==> config.mk <==
export PLATFORM = sky130hd
export DESIGN_NAME = dmemory_lat
export DESIGN_NICKNAME = d
export VERILOG_FILES = /design/src/rtl/dmem_pkg.sv /design/src/rtl/dmem_array.sv /design/src/rtl/dmemory_lat.sv
export SDC_FILE = /design/constraint.sdc
export NUM_CORES = 2
export LEC_CHECK = 0
export BUFFER_PORTS_ARGS = -buffer_cell sky130_fd_sc_hd__buf_2
export CAP_MARGIN = 20
export CORE_ASPECT_RATIO = 1.75
export CORE_MARGIN = 1.5
export CORE_UTILIZATION = 30
export CTS_CLUSTER_DIAMETER = 100
export DETAILED_ROUTE_END_ITERATION = 10
export PLACE_DENSITY_LB_ADDON = 0.25
export SETUP_SLACK_MARGIN = 0.2
export SYNTH_ARGS = -nofsm -noshare
export SYNTH_HDL_FRONTEND = slang
export SYNTH_HIERARCHICAL = 1
export SYNTH_SLANG_ARGS = --single-unit
export TNS_END_PERCENT = 5
==> constraint.sdc <==
create_clock -name clk -period 5.2 [get_ports clk]
set_input_delay 0.26 -clock clk [delete_from_list [all_inputs] [get_ports clk]]
set_output_delay 0.26 -clock clk [all_outputs]
set_load 0.02 [all_outputs]
==> src/rtl/dmem_pkg.sv <==
// Shared types and constants for the latency-configurable data memory.
package dmem_pkg;

  // Supported access latency range, in clock cycles.
  localparam int unsigned LATENCY_MIN = 1;
  localparam int unsigned LATENCY_MAX = 4;

  // Width of the latency down-counter (holds LATENCY_MAX-1).
  localparam int unsigned CNT_W = 2;

  typedef enum logic {
    StIdle,
    StBusy
  } state_e;

  typedef enum logic {
    OpRd,
    OpWr
  } op_e;

  // Counter preload value for a given latency: the access completes when the
  // counter reaches 1, i.e. LATENCY-1 edges after acceptance.
  function automatic logic [CNT_W-1:0] lat_load(int unsigned lat);
    return CNT_W'(lat - 1);
  endfunction

endpackage

==> src/rtl/dmem_array.sv <==
// DEPTH x DATA_W storage with synchronous byte-lane writes and a registered
// read port. The storage itself is never reset; only the read register is.
module dmem_array #(
  parameter int unsigned DATA_W   = 16,
  parameter int unsigned DEPTH    = 256,
  localparam int unsigned IdxW    = $clog2(DEPTH),
  localparam int unsigned NumBytes = DATA_W / 8
) (
  input  logic                clk,
  input  logic                rst,
  input  logic                wr_en_i,
  input  logic                rd_en_i,
  input  logic                rd_clr_i,
  input  logic [IdxW-1:0]     idx_i,
  input  logic [DATA_W-1:0]   wdata_i,
  input  logic [NumBytes-1:0] be_i,
  output logic [DATA_W-1:0]   rdata_o
);

  logic [DATA_W-1:0] mem_q [DEPTH];
  logic [DATA_W-1:0] rdata_q;

  // Byte-lane write into storage; no reset so preloaded contents survive.
  always_ff @(posedge clk) begin
    if (wr_en_i) begin
      for (int unsigned b = 0; b < NumBytes; b++) begin
        if (be_i[b]) begin
          mem_q[idx_i][8*b +: 8] <= wdata_i[8*b +: 8];
        end
      end
    end
  end

  // Read register: loads the addressed word, or zero for an out-of-range read,
  // and otherwise holds its last value.
  always_ff @(posedge clk or posedge rst) begin
    if (rst) begin
      rdata_q <= '0;
    end else if (rd_clr_i) begin
      rdata_q <= '0;
    end else if (rd_en_i) begin
      rdata_q <= mem_q[idx_i];
    end
  end

  assign rdata_o = rdata_q;

endmodule

==> src/rtl/dmemory_lat.sv <==
// Latency-configurable data memory for the CPU MEM stage. Accepts one
// request at a time, stalls the CPU via mem_ready for multi-cycle latencies,
// supports byte-enable writes and flags out-of-range or conflicting requests.
module dmemory_lat #(
  parameter int unsigned DATA_W  = 16,
  parameter int unsigned ADDR_W  = 16,
  parameter int unsigned DEPTH   = 256,
  parameter int unsigned LATENCY = 1,
  localparam int unsigned IdxW     = $clog2(DEPTH),
  localparam int unsigned NumBytes = DATA_W / 8
) (
  input  logic                clk,
  input  logic                rst,
  input  logic                MemRead,
  input  logic                MemWrite,
  input  logic [ADDR_W-1:0]   addr,
  input  logic [DATA_W-1:0]   Write_data,
  input  logic [NumBytes-1:0] byte_en,
  output logic [DATA_W-1:0]   Read_data,
  output logic                rd_valid,
  output logic                mem_ready,
  output logic                err
);

  import dmem_pkg::*;

  if (LATENCY < LATENCY_MIN || LATENCY > LATENCY_MAX) begin : g_bad_latency
    $error("dmemory_lat: LATENCY out of range");
  end
  if ((DATA_W % 8) != 0) begin : g_bad_width
    $error("dmemory_lat: DATA_W must be a multiple of 8");
  end

  // With unit latency the access completes on the accepting edge itself, so
  // the live bus is used instead of the capture registers.
  localparam bit SingleCycle = (LATENCY == 1);

  // One extra bit so DEPTH == 2**ADDR_W is representable.
  localparam logic [ADDR_W:0] DepthLimit = (ADDR_W + 1)'(DEPTH);

  state_e                state_q;
  logic [CNT_W-1:0]      cnt_q;
  op_e                   op_q;
  logic [IdxW-1:0]       idx_q;
  logic [DATA_W-1:0]     wdata_q;
  logic [NumBytes-1:0]   be_q;
  logic                  oor_q;
  logic                  rd_valid_q;
  logic                  err_q;
  logic                  ready_q;

  logic                  idle;
  logic                  req_one;
  logic                  req_both;
  logic                  accept;
  logic                  addr_oor;
  op_e                   req_op;

  logic                  complete;
  op_e                   cmp_op;
  logic [IdxW-1:0]       cmp_idx;
  logic [DATA_W-1:0]     cmp_wdata;
  logic [NumBytes-1:0]   cmp_be;
  logic                  cmp_oor;

  logic                  arr_wr_en;
  logic                  arr_rd_en;
  logic                  arr_rd_clr;

  assign idle     = (state_q == StIdle);
  assign req_one  = MemRead ^ MemWrite;
  assign req_both = MemRead & MemWrite;
  // Gate on rst so a request sitting on the bus during reset never commits.
  assign accept   = idle & req_one & ~rst;
  assign addr_oor = ({1'b0, addr} >= DepthLimit);
  assign req_op   = MemWrite ? OpWr : OpRd;

  // Select the access that completes on this edge: live bus for unit latency,
  // captured request when the counter is about to expire otherwise.
  always_comb begin
    complete  = 1'b0;
    cmp_op    = op_q;
    cmp_idx   = idx_q;
    cmp_wdata = wdata_q;
    cmp_be    = be_q;
    cmp_oor   = oor_q;
    if (SingleCycle) begin
      complete  = accept;
      cmp_op    = req_op;
      cmp_idx   = addr[IdxW-1:0];
      cmp_wdata = Write_data;
      cmp_be    = byte_en;
      cmp_oor   = addr_oor;
    end else begin
      complete  = (state_q == StBusy) && (cnt_q == CNT_W'(1));
    end
  end

  assign arr_wr_en  = complete & (cmp_op == OpWr) & ~cmp_oor;
  assign arr_rd_en  = complete & (cmp_op == OpRd) & ~cmp_oor;
  assign arr_rd_clr = complete & (cmp_op == OpRd) & cmp_oor;

  // Control FSM with latency counter, request capture and registered flags.
  always_ff @(posedge clk or posedge rst) begin
    if (rst) begin
      state_q    <= StIdle;
      cnt_q      <= '0;
      op_q       <= OpRd;
      idx_q      <= '0;
      wdata_q    <= '0;
      be_q       <= '0;
      oor_q      <= 1'b0;
      rd_valid_q <= 1'b0;
      err_q      <= 1'b0;
      ready_q    <= 1'b1;
    end else begin
      rd_valid_q <= complete & (cmp_op == OpRd);
      err_q      <= (complete & cmp_oor) | (idle & req_both);
      unique case (state_q)
        StIdle: begin
          if (accept) begin
            op_q    <= req_op;
            idx_q   <= addr[IdxW-1:0];
            wdata_q <= Write_data;
            be_q    <= byte_en;
            oor_q   <= addr_oor;
            if (!SingleCycle) begin
              state_q <= StBusy;
              cnt_q   <= lat_load(LATENCY);
              ready_q <= 1'b0;
            end
          end
        end
        StBusy: begin
          // Bus inputs are ignored here; the CPU is stalled.
          cnt_q <= cnt_q - CNT_W'(1);
          if (complete) begin
            state_q <= StIdle;
            ready_q <= 1'b1;
          end
        end
      endcase
    end
  end

  dmem_array #(
    .DATA_W (DATA_W),
    .DEPTH  (DEPTH)
  ) u_array (
    .clk      (clk),
    .rst      (rst),
    .wr_en_i  (arr_wr_en),
    .rd_en_i  (arr_rd_en),
    .rd_clr_i (arr_rd_clr),
    .idx_i    (cmp_idx),
    .wdata_i  (cmp_wdata),
    .be_i     (cmp_be),
    .rdata_o  (Read_data)
  );

  assign rd_valid  = rd_valid_q;
  assign err       = err_q;
  assign mem_ready = ready_q;

endmodule

==> flow_summary.ini <==
[route]
viasPerCell = 5.063
dr_total_vias = 75216
drt_iter0_markers = 6187
totalWireLength_um = 451500
dr.pass1.iters = 7
drc = 0
antenna_left = 0
wl_per_cell_um = 30.39

[sta]
fin_crit_sh = 0.9423
finalHoldViolCount = 0
tightest_slew_ns = 1.319
slew_headroom = 0.1208
tns_ns = 0
setup_viol = 0
layout_min_cycle_time_ns = 4.900
max_freq_ghz = 0.2041
grt_setup_unrepaired = no
drv_slew = 0
timing.hold.ws_ns = 0.1702
skew_ns = 0.04997

[place]
dp_cells = 14189
gp_congestion = 0.8444
dp_hpwl_um = 294500
portBuffers = 55

[logic_synthesis]
synthMuxAreaShare = 0.1499
synth-edff-count = 4096
synthArstFlopShare = 0.004617
synth.top_cell.area_share = 0.7780
yosys.area_share.simple = 0.02274
synth_top_family_by_area = multiplexers
ys_ff_latch = 4115
ys_seq_area_frac = 0.7810
synth_fp_nets = 7425
synthFlopType = edfxtp_1
synth.cell_area_um2 = 158100
synth_compound_area_frac = 0.03225
synth_area_leaders = edfxtp_1 78%, mux4_2 13%, mux2i_1 2.1%
synth_fa_ha_area_frac = 0.00007914
postSynthAreaPerCell_um2 = 21.41
yosysWarnings = 6
synth_xor_area_frac = 0
synth_area_leader_cell = edfxtp_1
postSynthCellCount = 7386
yosysUniqueCellTypes = 54

[critical_path]
slowest_stage = nor2_1
cp_top_family = buffers and inverters
cp_cell_sequence = dlygate4sd3_1, dlygate4sd3_1, buf_2, dlygate4sd3_1, inv_2, nand3b_1, nor4_1, buf_2, and2_1, nand3_2, buf_4, nor2_1
cp-end-kind = flip-flop
r2r_start = state_q
cpMostUsedCell = dlygate4sd3_1
crit_type = input port to flip-flop
max_stage_delay_ns = 0.66
crit_start = rst
arrival_ns = 5.43
start_kind = input port
critical_path_required_ns = 5.73
crit_fanout = 12
crit_buf_inv = 7

[final_layout]
n_fill_cell = 48810
multi_input_area_um2 = 32710
final_nets = 7707
postLayoutCoreUtil = 0.3431
stdcell_count = 14857
seq_area_um2 = 123500
area_growth_syn_to_layout_pct = 13.91
drive_gt1_frac = 0.2365

[power]
power.leakage_uw = 0.05470
power_density_nw_per_um2 = 368.4
finalPower_uw = 66360
vdd_drop_max_uv = 259.3

[die]
core_area_um2 = 525000
fp.dieW_um = 551.8
initial_utilization = 0.3012
row_count = 352
io_pins = 57
die_h_um = 963.4
dieArea_um2 = 531500

[clock_network]
clock-root-buffer = clkbuf_16
cts_buffers = 356
clkSlewWorstSetupHoldPaths_ns = 0.06
cts_tree = done
clock-sinks = 4115
h-tree-depth = 5
clk_latency_ns = 0.94
clockBufferDepth = 4
postCtsSetupBuffers = 0

[grt]
grt_pass1_vias = 80727
antenna_found_initial = 14
grt_start_max_net_pins = 159
grt_usage = 0.1680
grt_pass1_wl_um = 631700
grt_overflow_total = 0

[run_status]
outcome = complete, no violations

[min_path]
worstHoldPathType = input port to flip-flop
min_from = addr[3]

[job]
maxCapViolCount = 0
through the flow:
step	area [µm²]	worst slack (ns)
after floorplan	158100	2.267
after global placement	168000	0.2750
after detailed placement	168400	0.7673
after CTS	180100	0.5076
after global routing	180100	0.3026
final	180100	0.3002
registers in the layout (all words and copies together) (netlist names):
register	count
state_q	1
u_array/rdata_o	16
err	1
rd_valid	1
u_array/mem_q	4096
power breakdown:
part           total (µW)  switching, µW  internal, µW  leakage, µW
clock network       26800          12100         14700      0.00556
logic                3160           2110          1050       0.0121
registers           36400           1.16         36400       0.0371
worst paths after layout:
kind	to	slack [ns]	depth (start not counted)
max	u_array/mem_q[10][2]	0.30	12
min	u_array/rdata_o[0]	0.17	5
max reg2reg	u_array/mem_q[10][2]	1.04	7
min reg2reg	state_q	0.41	0
max in group asynchronous	u_array/rdata_o[9]	4.03	4
min in group asynchronous	u_array/rdata_o[1]	0.60	4
area by class of cell:
type | instances | share of cell area
timing repair buffer | 385 | 0.02118
clock inverter | 202 | 0.01128
tap | 6903 | 0.04796
multi-input combinational | 2804 | 0.1816
clock buffer | 433 | 0.05212
antenna | 9 | 0.0001250
inverter | 6 | 0.0001250
sequential | 4115 | 0.6856
Yosys cell counts, types with 19 or more instances:
cell / number
edfxtp_1: 4096
buf_4: 38
a21boi_0: 31
dfrtp_1: 19
buf_6: 23
nor3_1: 36
o22ai_1: 46
nor2_1: 544
nand2_1: 125
a22oi_1: 182
mux2_2: 46
a221oi_1: 79
a22o_1: 66
mux4_2: 883
buf_2: 123
a31oi_1: 62
clkbuf_1: 241
nand3_1: 65
a21oi_1: 64
mux2i_1: 329
nand4_1: 40
buf_1: 36
kinds of logic (layout without fill, tap and decap cells):
family          Yosys count  count (layout)
fa+ha+maj                 1               1
flops                  4115            4115
mux                    1258            1258
compound gates          688             688
simple gates            856             856
buf+inv                 467            1026
other cells               1              10
cell usage in the layout (no fill, tap or decap), drive strengths merged, types with 9 or more instances in the layout:
cell type | Yosys | routed
dfrtp | 19 | 19
buf | 220 | 361
a31oi | 62 | 62
inv | 6 | 17
a22o | 66 | 66
a22oi | 182 | 182
clkinvlp | 0 | 19
clkbuf | 241 | 433
a21boi | 31 | 31
bufinv | 0 | 36
a2111oi | 15 | 15
a221oi | 80 | 80
o22ai | 46 | 46
mux2i | 329 | 329
o31ai | 15 | 15
mux2 | 46 | 46
nand3 | 65 | 65
o221ai | 16 | 16
nor2 | 544 | 544
nand4 | 40 | 40
o211ai | 17 | 17
a221o | 15 | 15
diode | 0 | 9
edfxtp | 4096 | 4096
dlygate4sd3 | 0 | 24
a21oi | 64 | 64
mux4 | 883 | 883
a21o | 15 | 15
a211o | 16 | 16
nor2b | 12 | 12
and2 | 9 | 9
o21ai | 31 | 31
a32oi | 15 | 15
clkinv | 0 | 136
nor3 | 36 | 36
nand2 | 125 | 125
timing repair:
action / CTS / global route
hold buffers: 24 / 0
hold endpoints to repair: 1288 / 0
resized for setup: 0 / 0
worst reg2reg max path, cell delays in order (launching register included):
cell and delay (ns):
dfrtp_1 0.39, nand3b_1 0.23, nor4_1 0.46, buf_2 0.28, and2_1 0.62, nand3_2 0.64, buf_4 0.45, nor2_1 0.69
layer usage:
layer,share of wire,vias to the layer above,routed length [µm],track usage
li1,-,31477,-,-
met1,0.35,41055,156500,0.1785
met2,0.56,2011,251600,0.3222
met3,0.035,671,15640,0.01653
met4,0.061,2,27710,0.09019
met5,0.000016,-,7,0
Note: power is estimated with default switching activity, not from simulation.
